[src/rtl/axi4_lite_pkg.sv]
// Shared AXI4-Lite response codes and router FSM state encodings.
package axi4_lite_pkg;

  localparam int unsigned RESP_W = 2;

  localparam logic [RESP_W-1:0] RESP_OKAY   = 2'b00;
  localparam logic [RESP_W-1:0] RESP_SLVERR = 2'b10;
  localparam logic [RESP_W-1:0] RESP_DECERR = 2'b11;

  typedef enum logic [2:0] {
    W_IDLE,
    W_REQ,
    W_RESP,
    W_ERR_REQ,
    W_ERR_RESP
  } wr_state_t;

  typedef enum logic [1:0] {
    R_IDLE,
    R_REQ,
    R_RESP,
    R_ERR
  } rd_state_t;

endpackage

[src/rtl/axi4_lite_onehot_to_idx.sv]
// Priority one-hot to binary index; the lowest set bit wins, hit flags any bit set.
module axi4_lite_onehot_to_idx #(
  parameter int unsigned N     = 2,
  parameter int unsigned IDX_W = 1
) (
  input  logic [N-1:0]     sel,
  output logic [IDX_W-1:0] idx,
  output logic             hit
);

  // Scan from the top down so the lowest set bit is the last one written.
  always_comb begin
    idx = '0;
    hit = 1'b0;
    for (int i = int'(N) - 1; i >= 0; i--) begin
      if (sel[i]) begin
        idx = IDX_W'(i);
        hit = 1'b1;
      end
    end
  end

endmodule

[src/rtl/axi4_lite_resp_router.sv]
// Master-side AXI4-Lite request demux / response mux with internal DECERR for unmapped addresses.
module axi4_lite_resp_router
  import axi4_lite_pkg::*;
#(
  parameter int unsigned DATA_WIDTH = 32,
  parameter int unsigned SLAVE_NUM  = 2,
  parameter int unsigned IDX_W      = (SLAVE_NUM > 1) ? $clog2(SLAVE_NUM) : 1
) (
  input  logic                                 clk,
  input  logic                                 rst_n,
  input  logic [SLAVE_NUM-1:0]                 aw_slave_sel,
  input  logic [SLAVE_NUM-1:0]                 ar_slave_sel,
  input  logic                                 m_awvalid,
  input  logic                                 m_wvalid,
  input  logic                                 m_bready,
  input  logic                                 m_arvalid,
  input  logic                                 m_rready,
  output logic                                 m_awready,
  output logic                                 m_wready,
  output logic                                 m_bvalid,
  output logic                                 m_arready,
  output logic                                 m_rvalid,
  output logic [1:0]                           m_bresp,
  output logic [1:0]                           m_rresp,
  output logic [DATA_WIDTH-1:0]                m_rdata,
  output logic [SLAVE_NUM-1:0]                 s_awvalid,
  output logic [SLAVE_NUM-1:0]                 s_wvalid,
  output logic [SLAVE_NUM-1:0]                 s_bready,
  output logic [SLAVE_NUM-1:0]                 s_arvalid,
  output logic [SLAVE_NUM-1:0]                 s_rready,
  input  logic [SLAVE_NUM-1:0]                 s_awready,
  input  logic [SLAVE_NUM-1:0]                 s_wready,
  input  logic [SLAVE_NUM-1:0]                 s_bvalid,
  input  logic [SLAVE_NUM-1:0]                 s_arready,
  input  logic [SLAVE_NUM-1:0]                 s_rvalid,
  input  logic [SLAVE_NUM-1:0][1:0]            s_bresp,
  input  logic [SLAVE_NUM-1:0][1:0]            s_rresp,
  input  logic [SLAVE_NUM-1:0][DATA_WIDTH-1:0] s_rdata
);

  wr_state_t        w_state, w_state_d;
  rd_state_t        r_state, r_state_d;
  logic [IDX_W-1:0] w_idx, w_idx_d, r_idx, r_idx_d;
  logic [IDX_W-1:0] aw_idx, ar_idx;
  logic             aw_hit, ar_hit;
  logic             aw_done, aw_done_d, w_done, w_done_d, ar_done, ar_done_d;
  logic             aw_hs, w_hs;

  axi4_lite_onehot_to_idx #(.N(SLAVE_NUM), .IDX_W(IDX_W)) u_aw_dec (
    .sel (aw_slave_sel),
    .idx (aw_idx),
    .hit (aw_hit)
  );

  axi4_lite_onehot_to_idx #(.N(SLAVE_NUM), .IDX_W(IDX_W)) u_ar_dec (
    .sel (ar_slave_sel),
    .idx (ar_idx),
    .hit (ar_hit)
  );

  // State, latched slave index and per-channel completion flags.
  always_ff @(posedge clk or negedge rst_n) begin
    if (!rst_n) begin
      w_state <= W_IDLE;
      r_state <= R_IDLE;
      w_idx   <= '0;
      r_idx   <= '0;
      aw_done <= 1'b0;
      w_done  <= 1'b0;
      ar_done <= 1'b0;
    end else begin
      w_state <= w_state_d;
      r_state <= r_state_d;
      w_idx   <= w_idx_d;
      r_idx   <= r_idx_d;
      aw_done <= aw_done_d;
      w_done  <= w_done_d;
      ar_done <= ar_done_d;
    end
  end

  // Write path: AW/W steering, B return, DECERR termination of unmapped writes.
  always_comb begin
    w_state_d = w_state;
    w_idx_d   = w_idx;
    aw_done_d = aw_done;
    w_done_d  = w_done;
    aw_hs     = 1'b0;
    w_hs      = 1'b0;
    m_awready = 1'b0;
    m_wready  = 1'b0;
    m_bvalid  = 1'b0;
    m_bresp   = RESP_OKAY;
    s_awvalid = '0;
    s_wvalid  = '0;
    s_bready  = '0;
    unique case (w_state)
      W_IDLE: begin
        if (m_awvalid) begin
          w_idx_d   = aw_idx;
          w_state_d = aw_hit ? W_REQ : W_ERR_REQ;
        end
      end
      W_REQ: begin
        s_awvalid[w_idx] = m_awvalid & ~aw_done;
        m_awready        = s_awready[w_idx] & ~aw_done;
        s_wvalid[w_idx]  = m_wvalid & ~w_done;
        m_wready         = s_wready[w_idx] & ~w_done;
        aw_hs            = m_awvalid & s_awready[w_idx] & ~aw_done;
        w_hs             = m_wvalid & s_wready[w_idx] & ~w_done;
        aw_done_d        = aw_done | aw_hs;
        w_done_d         = w_done | w_hs;
        if (aw_done_d && w_done_d) w_state_d = W_RESP;
      end
      W_RESP: begin
        m_bvalid        = s_bvalid[w_idx];
        s_bready[w_idx] = m_bready;
        if (s_bvalid[w_idx]) m_bresp = s_bresp[w_idx];
        if (s_bvalid[w_idx] && m_bready) begin
          aw_done_d = 1'b0;
          w_done_d  = 1'b0;
          w_state_d = W_IDLE;
        end
      end
      W_ERR_REQ: begin
        m_awready = ~aw_done;
        m_wready  = ~w_done;
        aw_done_d = aw_done | m_awvalid;
        w_done_d  = w_done | m_wvalid;
        if (aw_done_d && w_done_d) w_state_d = W_ERR_RESP;
      end
      W_ERR_RESP: begin
        m_bvalid = 1'b1;
        m_bresp  = RESP_DECERR;
        if (m_bready) begin
          aw_done_d = 1'b0;
          w_done_d  = 1'b0;
          w_state_d = W_IDLE;
        end
      end
      default: w_state_d = W_IDLE;
    endcase
  end

  // Read path: AR steering, R return, DECERR termination of unmapped reads.
  always_comb begin
    r_state_d = r_state;
    r_idx_d   = r_idx;
    ar_done_d = ar_done;
    m_arready = 1'b0;
    m_rvalid  = 1'b0;
    m_rresp   = RESP_OKAY;
    m_rdata   = '0;
    s_arvalid = '0;
    s_rready  = '0;
    unique case (r_state)
      R_IDLE: begin
        if (m_arvalid) begin
          r_idx_d   = ar_idx;
          r_state_d = ar_hit ? R_REQ : R_ERR;
        end
      end
      R_REQ: begin
        s_arvalid[r_idx] = m_arvalid;
        m_arready        = s_arready[r_idx];
        if (m_arvalid && s_arready[r_idx]) r_state_d = R_RESP;
      end
      R_RESP: begin
        m_rvalid        = s_rvalid[r_idx];
        s_rready[r_idx] = m_rready;
        if (s_rvalid[r_idx]) begin
          m_rresp = s_rresp[r_idx];
          m_rdata = s_rdata[r_idx];
        end
        if (s_rvalid[r_idx] && m_rready) r_state_d = R_IDLE;
      end
      R_ERR: begin
        // ar_done separates the AR acceptance cycle from the DECERR data beat.
        if (!ar_done) begin
          m_arready = 1'b1;
          if (m_arvalid) ar_done_d = 1'b1;
        end else begin
          m_rvalid = 1'b1;
          m_rresp  = RESP_DECERR;
          if (m_rready) begin
            ar_done_d = 1'b0;
            r_state_d = R_IDLE;
          end
        end
      end
      default: r_state_d = R_IDLE;
    endcase
  end

endmodule

[config.mk]
export PLATFORM = sky130hd
export DESIGN_NAME = axi4_lite_resp_router
export DESIGN_NICKNAME = d
export VERILOG_FILES = /design/src/rtl/axi4_lite_pkg.sv /design/src/rtl/axi4_lite_onehot_to_idx.sv /design/src/rtl/axi4_lite_resp_router.sv
export SDC_FILE = /design/constraint.sdc
export NUM_CORES = 1
export LEC_CHECK = 0
export BUFFER_PORTS_ARGS = -buffer_cell sky130_fd_sc_hd__buf_2
export CORE_MARGIN = 3
export CORE_UTILIZATION = 32
export DETAILED_ROUTE_END_ITERATION = 16
export PLACE_DENSITY = 0.78
export SLEW_MARGIN = 20
export SYNTH_ARGS = -nofsm -noshare
export SYNTH_HDL_FRONTEND = slang
export SYNTH_SLANG_ARGS = --single-unit
[constraint.sdc]
create_clock -name clk -period 1.43 [get_ports clk]
set_input_delay 0.143 -clock clk [delete_from_list [all_inputs] [get_ports clk]]
set_output_delay 0.143 -clock clk [all_outputs]
set_load 0.02 [all_outputs]
==> results of run 1 <==
## per-layer routing
layer  GRT usage, %  up-vias  share of wire, %
li1               -      996                 -
met1          26.64      990                39
met2          36.43       84                52
met3          4.769       16               6.1
met4          5.637        0               2.8
met5              0        -                 0
## cells in the mapped netlist, drive strengths merged
cell | instances | area (µm²)
o21ai | 7 | 35.03
mux2i | 36 | 360.4
a41oi | 1 | 8.760
o41ai | 1 | 8.760
dfrtp | 10 | 250.2
buf | 10 | 61.30
nor3b | 2 | 15.01
o21a | 3 | 22.52
o211ai | 2 | 15.01
a21oi | 8 | 40.04
nor4b | 2 | 17.52
a2111oi | 1 | 15.01
nor3 | 3 | 15.01
nor4bb | 1 | 10.01
nand3 | 4 | 20.02
and3b | 1 | 10.01
nand2 | 10 | 40.04
nand3b | 1 | 7.510
mux2 | 6 | 67.56
a31oi | 3 | 18.77
o32ai | 1 | 8.760
nand2b | 5 | 31.28
nor2 | 40 | 150.1
a21o | 2 | 15.01
and2b | 2 | 15.01
clkbuf | 2 | 7.510
inv | 4 | 15.01
o211a | 1 | 10.01
o221a | 2 | 22.52
and3 | 3 | 18.77
nor2b | 5 | 31.28
## final timing paths
kind	cells after the start	startpoint	slack (ns)	to
max in group asynchronous	2	rst_n	0.90	r_idx$_DFFE_PN0P_
worst max register to register	7	w_state[1]$_DFFE_PN0P_	-0.08	w_idx$_DFFE_PN0P_
min in group asynchronous	2	rst_n	0.30	ar_done$_DFFE_PN0N_
worst min register to register	1	ar_done$_DFFE_PN0N_	0.60	ar_done$_DFFE_PN0N_
worst max-delay path	5	r_idx$_DFFE_PN0P_	-0.23	m_rdata[24]
worst min-delay path	2	ar_slave_sel[0]	0.10	r_idx$_DFFE_PN0P_
## registers in the layout (all words and copies together), names as in the netlist
| signal | cells |
|---|---|
| ar_done | 1 |
| aw_done | 1 |
| r_idx | 1 |
| r_state | 2 |
| w_done | 1 |
| w_idx | 1 |
| w_state | 3 |
## power breakdown
group / switching, mW / internal, mW
Clock: 0.120 / 0.243
Combinational: 2.05 / 2.22
Sequential: 0.174 / 0.435
Total: 2.34 / 2.90
## final cells by class
type / count / share of cell area, %
Sequential cell: 10 / 8.415
Timing Repair Buffer: 184 / 43.43
Tap cell: 50 / 2.053
Clock buffer: 4 / 1.806
Multi-Input combinational cell: 153 / 43.80
Inverter: 4 / 0.4926
## kinds of logic (layout without fill, tap and decap cells)
| kind of cell | Yosys count | count (layout) | share of synthesized area (%) |
|---|---|---|---|
| compound gates | 32 | 32 | 16.15 |
| flops | 10 | 10 | 18.35 |
| simple gates | 79 | 79 | 27.98 |
| mux | 42 | 42 | 31.38 |
| buf+inv | 16 | 192 | 6.146 |
## per-stage QoR
step / TNS (ns) / power, mW
after detailed placement: -0.2455 / 3.274
after CTS: -7.253 / 4.214
after global routing: -11.28 / 5.554
after global placement: 0 / 3.220
final: -8.825 / 5.247
after floorplan: -0.4473 / 2.366
## repair_timing
action | 4_1_cts | 5_1_grt
setup buffers | 9 | 8
cloned | 1 | 4
setup endpoints to repair | 52 | 56
resized for setup | 49 | 81
hold buffers | 1 | 0
pin swaps | 3 | 13
hold endpoints to repair | 10 | 0
==> impl_results.md, run 1 <==
* Worst Setup End Kind: output port
* Sequential fraction of the synthesis area at 18.35%
* Ant diodes at 0
* Synth-to-layout area growth at 123.5%
* Total gr overflow at 0
* Clock slew at reported path FFs at 0.04 ns
* Fillers at 272
* Number of routed nets with antenna violations at 0
* Arrival @ worst endpoint at 1.51 ns
* Vias in the first global route at 1898
* Vias per inst at 5.151
* Estimated wirelength of the detail-placed design at 4120 µm
* Outcome: finished with violations
* PnR worst setup slack at -0.2265 ns
* Die ar. at 5082 µm²
* HP Class: primary input to register
* Finished Cell Area at 3048 µm²
* Iter 0 DRT Violations at 97
* Initial antenna violation count at 0
* Relative slew slack at 76.14%
* Layout cells sized above 1 at 69.58%
* Final std cells w/o fill at 405
* Worst hold slack at 0.1002 ns
* Floorplan row count at 23
* Initial core utilization at 33.61%
* GRT Util Overall at 21.18%
* Max Cap Viol at 0
* Register bit total from synthesis at 10
* Unrepaired setup endpoints after global routing: yes
* Hold Fails Final Rpt at 0
* CTS tree: yes
* Syn Nets at 272
* Syn Std Cell Area at 1364 µm²
* CP max FO at 8
* First-pass GRT wire length at 8749 µm
* Final RePlAce weighted congestion at 0.9124
* Slew @ Worst Pin at 0.3572 ns
* Final period util at 115.8%
* Leak at 1.520 nW
* Crit-path cells: mux2_4 -> nand2_8 -> clkbuf_16 -> nor2_1 -> buf_2
* Ports at 144
* Die Y at 71.29 µm
* Count of final setup violators at 52
* Startpoint class of the critical path: register
* CP top delay family: flip-flops
* Distinct cells, synth at 35
* Slew Limit Fails at 0
* Dpl cell area at 2245 µm²
* FMAX at 603.7 MHz
* CP Class: register to output port
* Critical path required time at 1.29 ns
* Root Buffer: clkbuf_8
* Placed Cells at 378
* Core ar. at 4058 µm²
* Wirelength per Cell at 16.55 µm
* Buf+Inv Stages, Crit Path at 2
* Router iterations before antenna repair at 4
* DRT Wirelength at 6703 µm
* Peak supply drop at 0.0009892 V
* Total CTS buffers at 3
* Slowest CP cell: dfrtp_2
* Largest net degree at the start of global routing at 35
* Chip width at 71.29 µm
* Most frequent cells in the layout: buf_2 (114), buf_4 (37), mux2i_1 (31), nor2_1 (26), buf_6 (24)
* Failing checks: setup timing
* Syn Area/Cell at 7.619 µm²
* DRC at 0
* Final Util at 75.12%
* I/O Buffers at 143
* Reg area at 256.5 µm²
* Critical path's largest stage delay at 0.43 ns
* Fin crit period at 1.657 ns
* Longest Clk Path Bufs at 2
* Worst slack, placed at -0.09310 ns
* Power density over the cells at 1722 nW/µm²
* Multi-input logic area at 1335 µm²
* H-tree lvl count at 1
* Detailed-route via count at 2086
* Gate Count Post-Synth at 179
* Yosys warning total at 0
* Clock Sink Count at 10
* Commonest non-fill, non-tap cell in the layout: buf_2
* Clock Skews at 0.009404 ns
* # nets final at 449
* Worst skew pair latency at 0.24 ns
Power figures use the tool's default switching activity.
==> run 2, diff against run 1 <==
--- a/config.mk
+++ b/config.mk
@@ -7,9 +7,9 @@
 export LEC_CHECK = 0
 export BUFFER_PORTS_ARGS = -buffer_cell sky130_fd_sc_hd__buf_2
 export CORE_MARGIN = 3
-export CORE_UTILIZATION = 32
+export CORE_UTILIZATION = 35
 export DETAILED_ROUTE_END_ITERATION = 16
-export PLACE_DENSITY = 0.78
+export PLACE_DENSITY = 0.81
 export SLEW_MARGIN = 20
 export SYNTH_ARGS = -nofsm -noshare
 export SYNTH_HDL_FRONTEND = slang
==> constraint.sdc (replaced) <==
create_clock -name clk -period 1.6 [get_ports clk]
set_input_delay 0.16 -clock clk [delete_from_list [all_inputs] [get_ports clk]]
set_output_delay 0.16 -clock clk [all_outputs]
set_load 0.02 [all_outputs]
==> run 2 against run 1 <==
Effect of this change:
- the flow still finishes with violations (setup timing)
- total power down 28%
- combinational power down 32%
- clock skew down 0.0081 ns
- final cell count down 5.7%
- count of clock-buffer cells in the layout unchanged
- critical endpoint is now m_arready
- routed wire length down 11%
==> impl_results.md, run 2 (synthesized netlist as in run 1, its figures left out) <==
* Final period util at 102.5%
* Count of final setup violators at 17
* Synth-to-layout area growth at 93.85%
* Top Registers: w_state x3, r_state x2
* Total gr overflow at 0
* Clock Skews at 0.001343 ns
* # nets final at 428
* First-pass GRT wire length at 7079 µm
* Arrival @ worst endpoint at 1.48 ns
* Iter 0 DRT Violations at 64
* Clock Sink Count at 10
* Peak supply drop at 0.0008652 V
* Final RePlAce weighted congestion at 0.8590
* DRT Wirelength at 5967 µm
* Initial antenna violation count at 0
* PnR Total Power at 3.802 mW
* Die ar. at 4681 µm²
* DRC at 0
* Ant diodes at 0
* Startpoint class of the critical path: register
* Worst Setup End Kind: output port
* Vias per inst at 5.092
* Estimated wirelength of the detail-placed design at 4247 µm
* Floorplan row count at 22
* FMAX at 609.8 MHz
* Most frequent cells in the layout: buf_2 (108), buf_4 (34), mux2i_1 (33), nor2_1 (32), buf_6 (14)
* CP max FO at 4
* Max reg flops at 3
* Ports at 144
* H-tree lvl count at 1
* Chip width at 68.42 µm
* PnR worst setup slack at -0.03990 ns
* Reg with most FFs: w_state
* Max Cap Viol at 0
* Finished Cell Area at 2644 µm²
* Detailed-route via count at 1945
* Layout cells sized above 1 at 60.78%
* Total CTS buffers at 3
* Relative slew slack at 74.25%
* Fin crit period at 1.640 ns
* GRT Util Overall at 19.96%
* Number of routed nets with antenna violations at 0
* HP Class: primary input to register
* Core ar. at 3716 µm²
* Slowest CP cell: dfrtp_2
* Slew @ Worst Pin at 0.3856 ns
* Critical path's largest stage delay at 0.41 ns
* Leak at 1.357 nW
* Die Y at 68.42 µm
* Initial core utilization at 36.70%
* I/O Buffers at 143
* Commonest non-fill, non-tap cell in the layout: buf_2
* Crit path top cell by count: buf_6
* CTS tree: yes
* Largest net degree at the start of global routing at 25
* Root Buffer: clkbuf_8
* Fillers at 286
* Unrepaired setup endpoints after global routing: yes
* Failing checks: setup timing
* Longest Clk Path Bufs at 2
* CP Class: register to output port
* Outcome: finished with violations
* Critical path required time at 1.44 ns
* Slew Limit Fails at 0
* Wirelength per Cell at 15.62 µm
* Clock slew at reported path FFs at 0.05 ns
* Power density over the cells at 1438 nW/µm²
* Worst skew pair latency at 0.23 ns
* Vias in the first global route at 1580
* Router iterations before antenna repair at 4
* Dpl cell area at 2180 µm²
* Crit-path cells: buf_6 -> mux2_4 -> o211a_1 -> buf_6
* Hold Fails Final Rpt at 0
* Worst hold slack at 0.1378 ns
-- run 2: cell count changes in the layout (fill, tap and decap cells not counted), sizes merged --
cell,change
buf,-19
clkbuf,-2
-- run 2: cell type report --
cell class                      count  area [µm²]  share of cell area, %
Multi-Input combinational cell    153        1162                  43.97
Timing Repair Buffer              163        1096                  41.46
Sequential cell                    10       255.2                  9.655
Tap cell                           48       60.06                  2.272
Clock buffer                        4       55.05                  2.082
Inverter                            4       15.01                 0.5679
-- run 2: metal layers --
metal  GRT usage, %  routed length, µm
met2          37.07               3289
met3          5.583                418
met5              0                  0
met1          22.77               2246
met4          2.978                 14
-- run 2: where the power goes --
part           internal (mW)  leakage [nW]  switching (mW)
Sequential             0.386         0.117           0.183
Combinational           1.43          1.21            1.49
Clock                  0.216        0.0288          0.0990
-- run 2: path summary, 6_finish.rpt --
| kind | slack (ns) | cells past startpoint | to | from |
|---|---|---|---|---|
| min reg2reg | 0.64 | 1 | ar_done$_DFFE_PN0N_ | ar_done$_DFFE_PN0N_ |
| max in group asynchronous | 1.07 | 2 | r_idx$_DFFE_PN0P_ | rst_n |
| max | -0.04 | 4 | m_arready | r_idx$_DFFE_PN0P_ |
| max reg2reg | 0.08 | 5 | w_done$_DFFE_PN0P_ | w_idx$_DFFE_PN0P_ |
| min | 0.14 | 2 | r_idx$_DFFE_PN0P_ | ar_slave_sel[0] |
| min in group asynchronous | 0.32 | 2 | ar_done$_DFFE_PN0N_ | rst_n |
-- run 2: critical path, delay by kind of cell (launching register included) --
kind,cells,cell delay [ns]
flops,1,0.41
mux,1,0.32
buf+inv,2,0.27
compound gates,1,0.24
-- run 2: what timing repair did --
item                       4_1_cts  5_1_grt
cloned                           1        2
hold endpoints to repair        10        0
hold buffers                     1        0
buffers inserted                 3        2
setup endpoints to repair       12       46
gates resized for setup         19       72
pin swaps                        0        8
-- run 2: per-stage QoR --
stage               utilization (%)  std cells  setup WS [ns]   TNS, ns
global placement              58.65        369         0.2080         0
floorplan                         -        179       -0.07063   -0.1413
detailed placement            58.65        369         0.1657         0
CTS                           63.37        378       -0.01782  -0.04658
finish                        71.14        382       -0.03990   -0.2309
global route                  71.14        382       -0.08833    -2.392
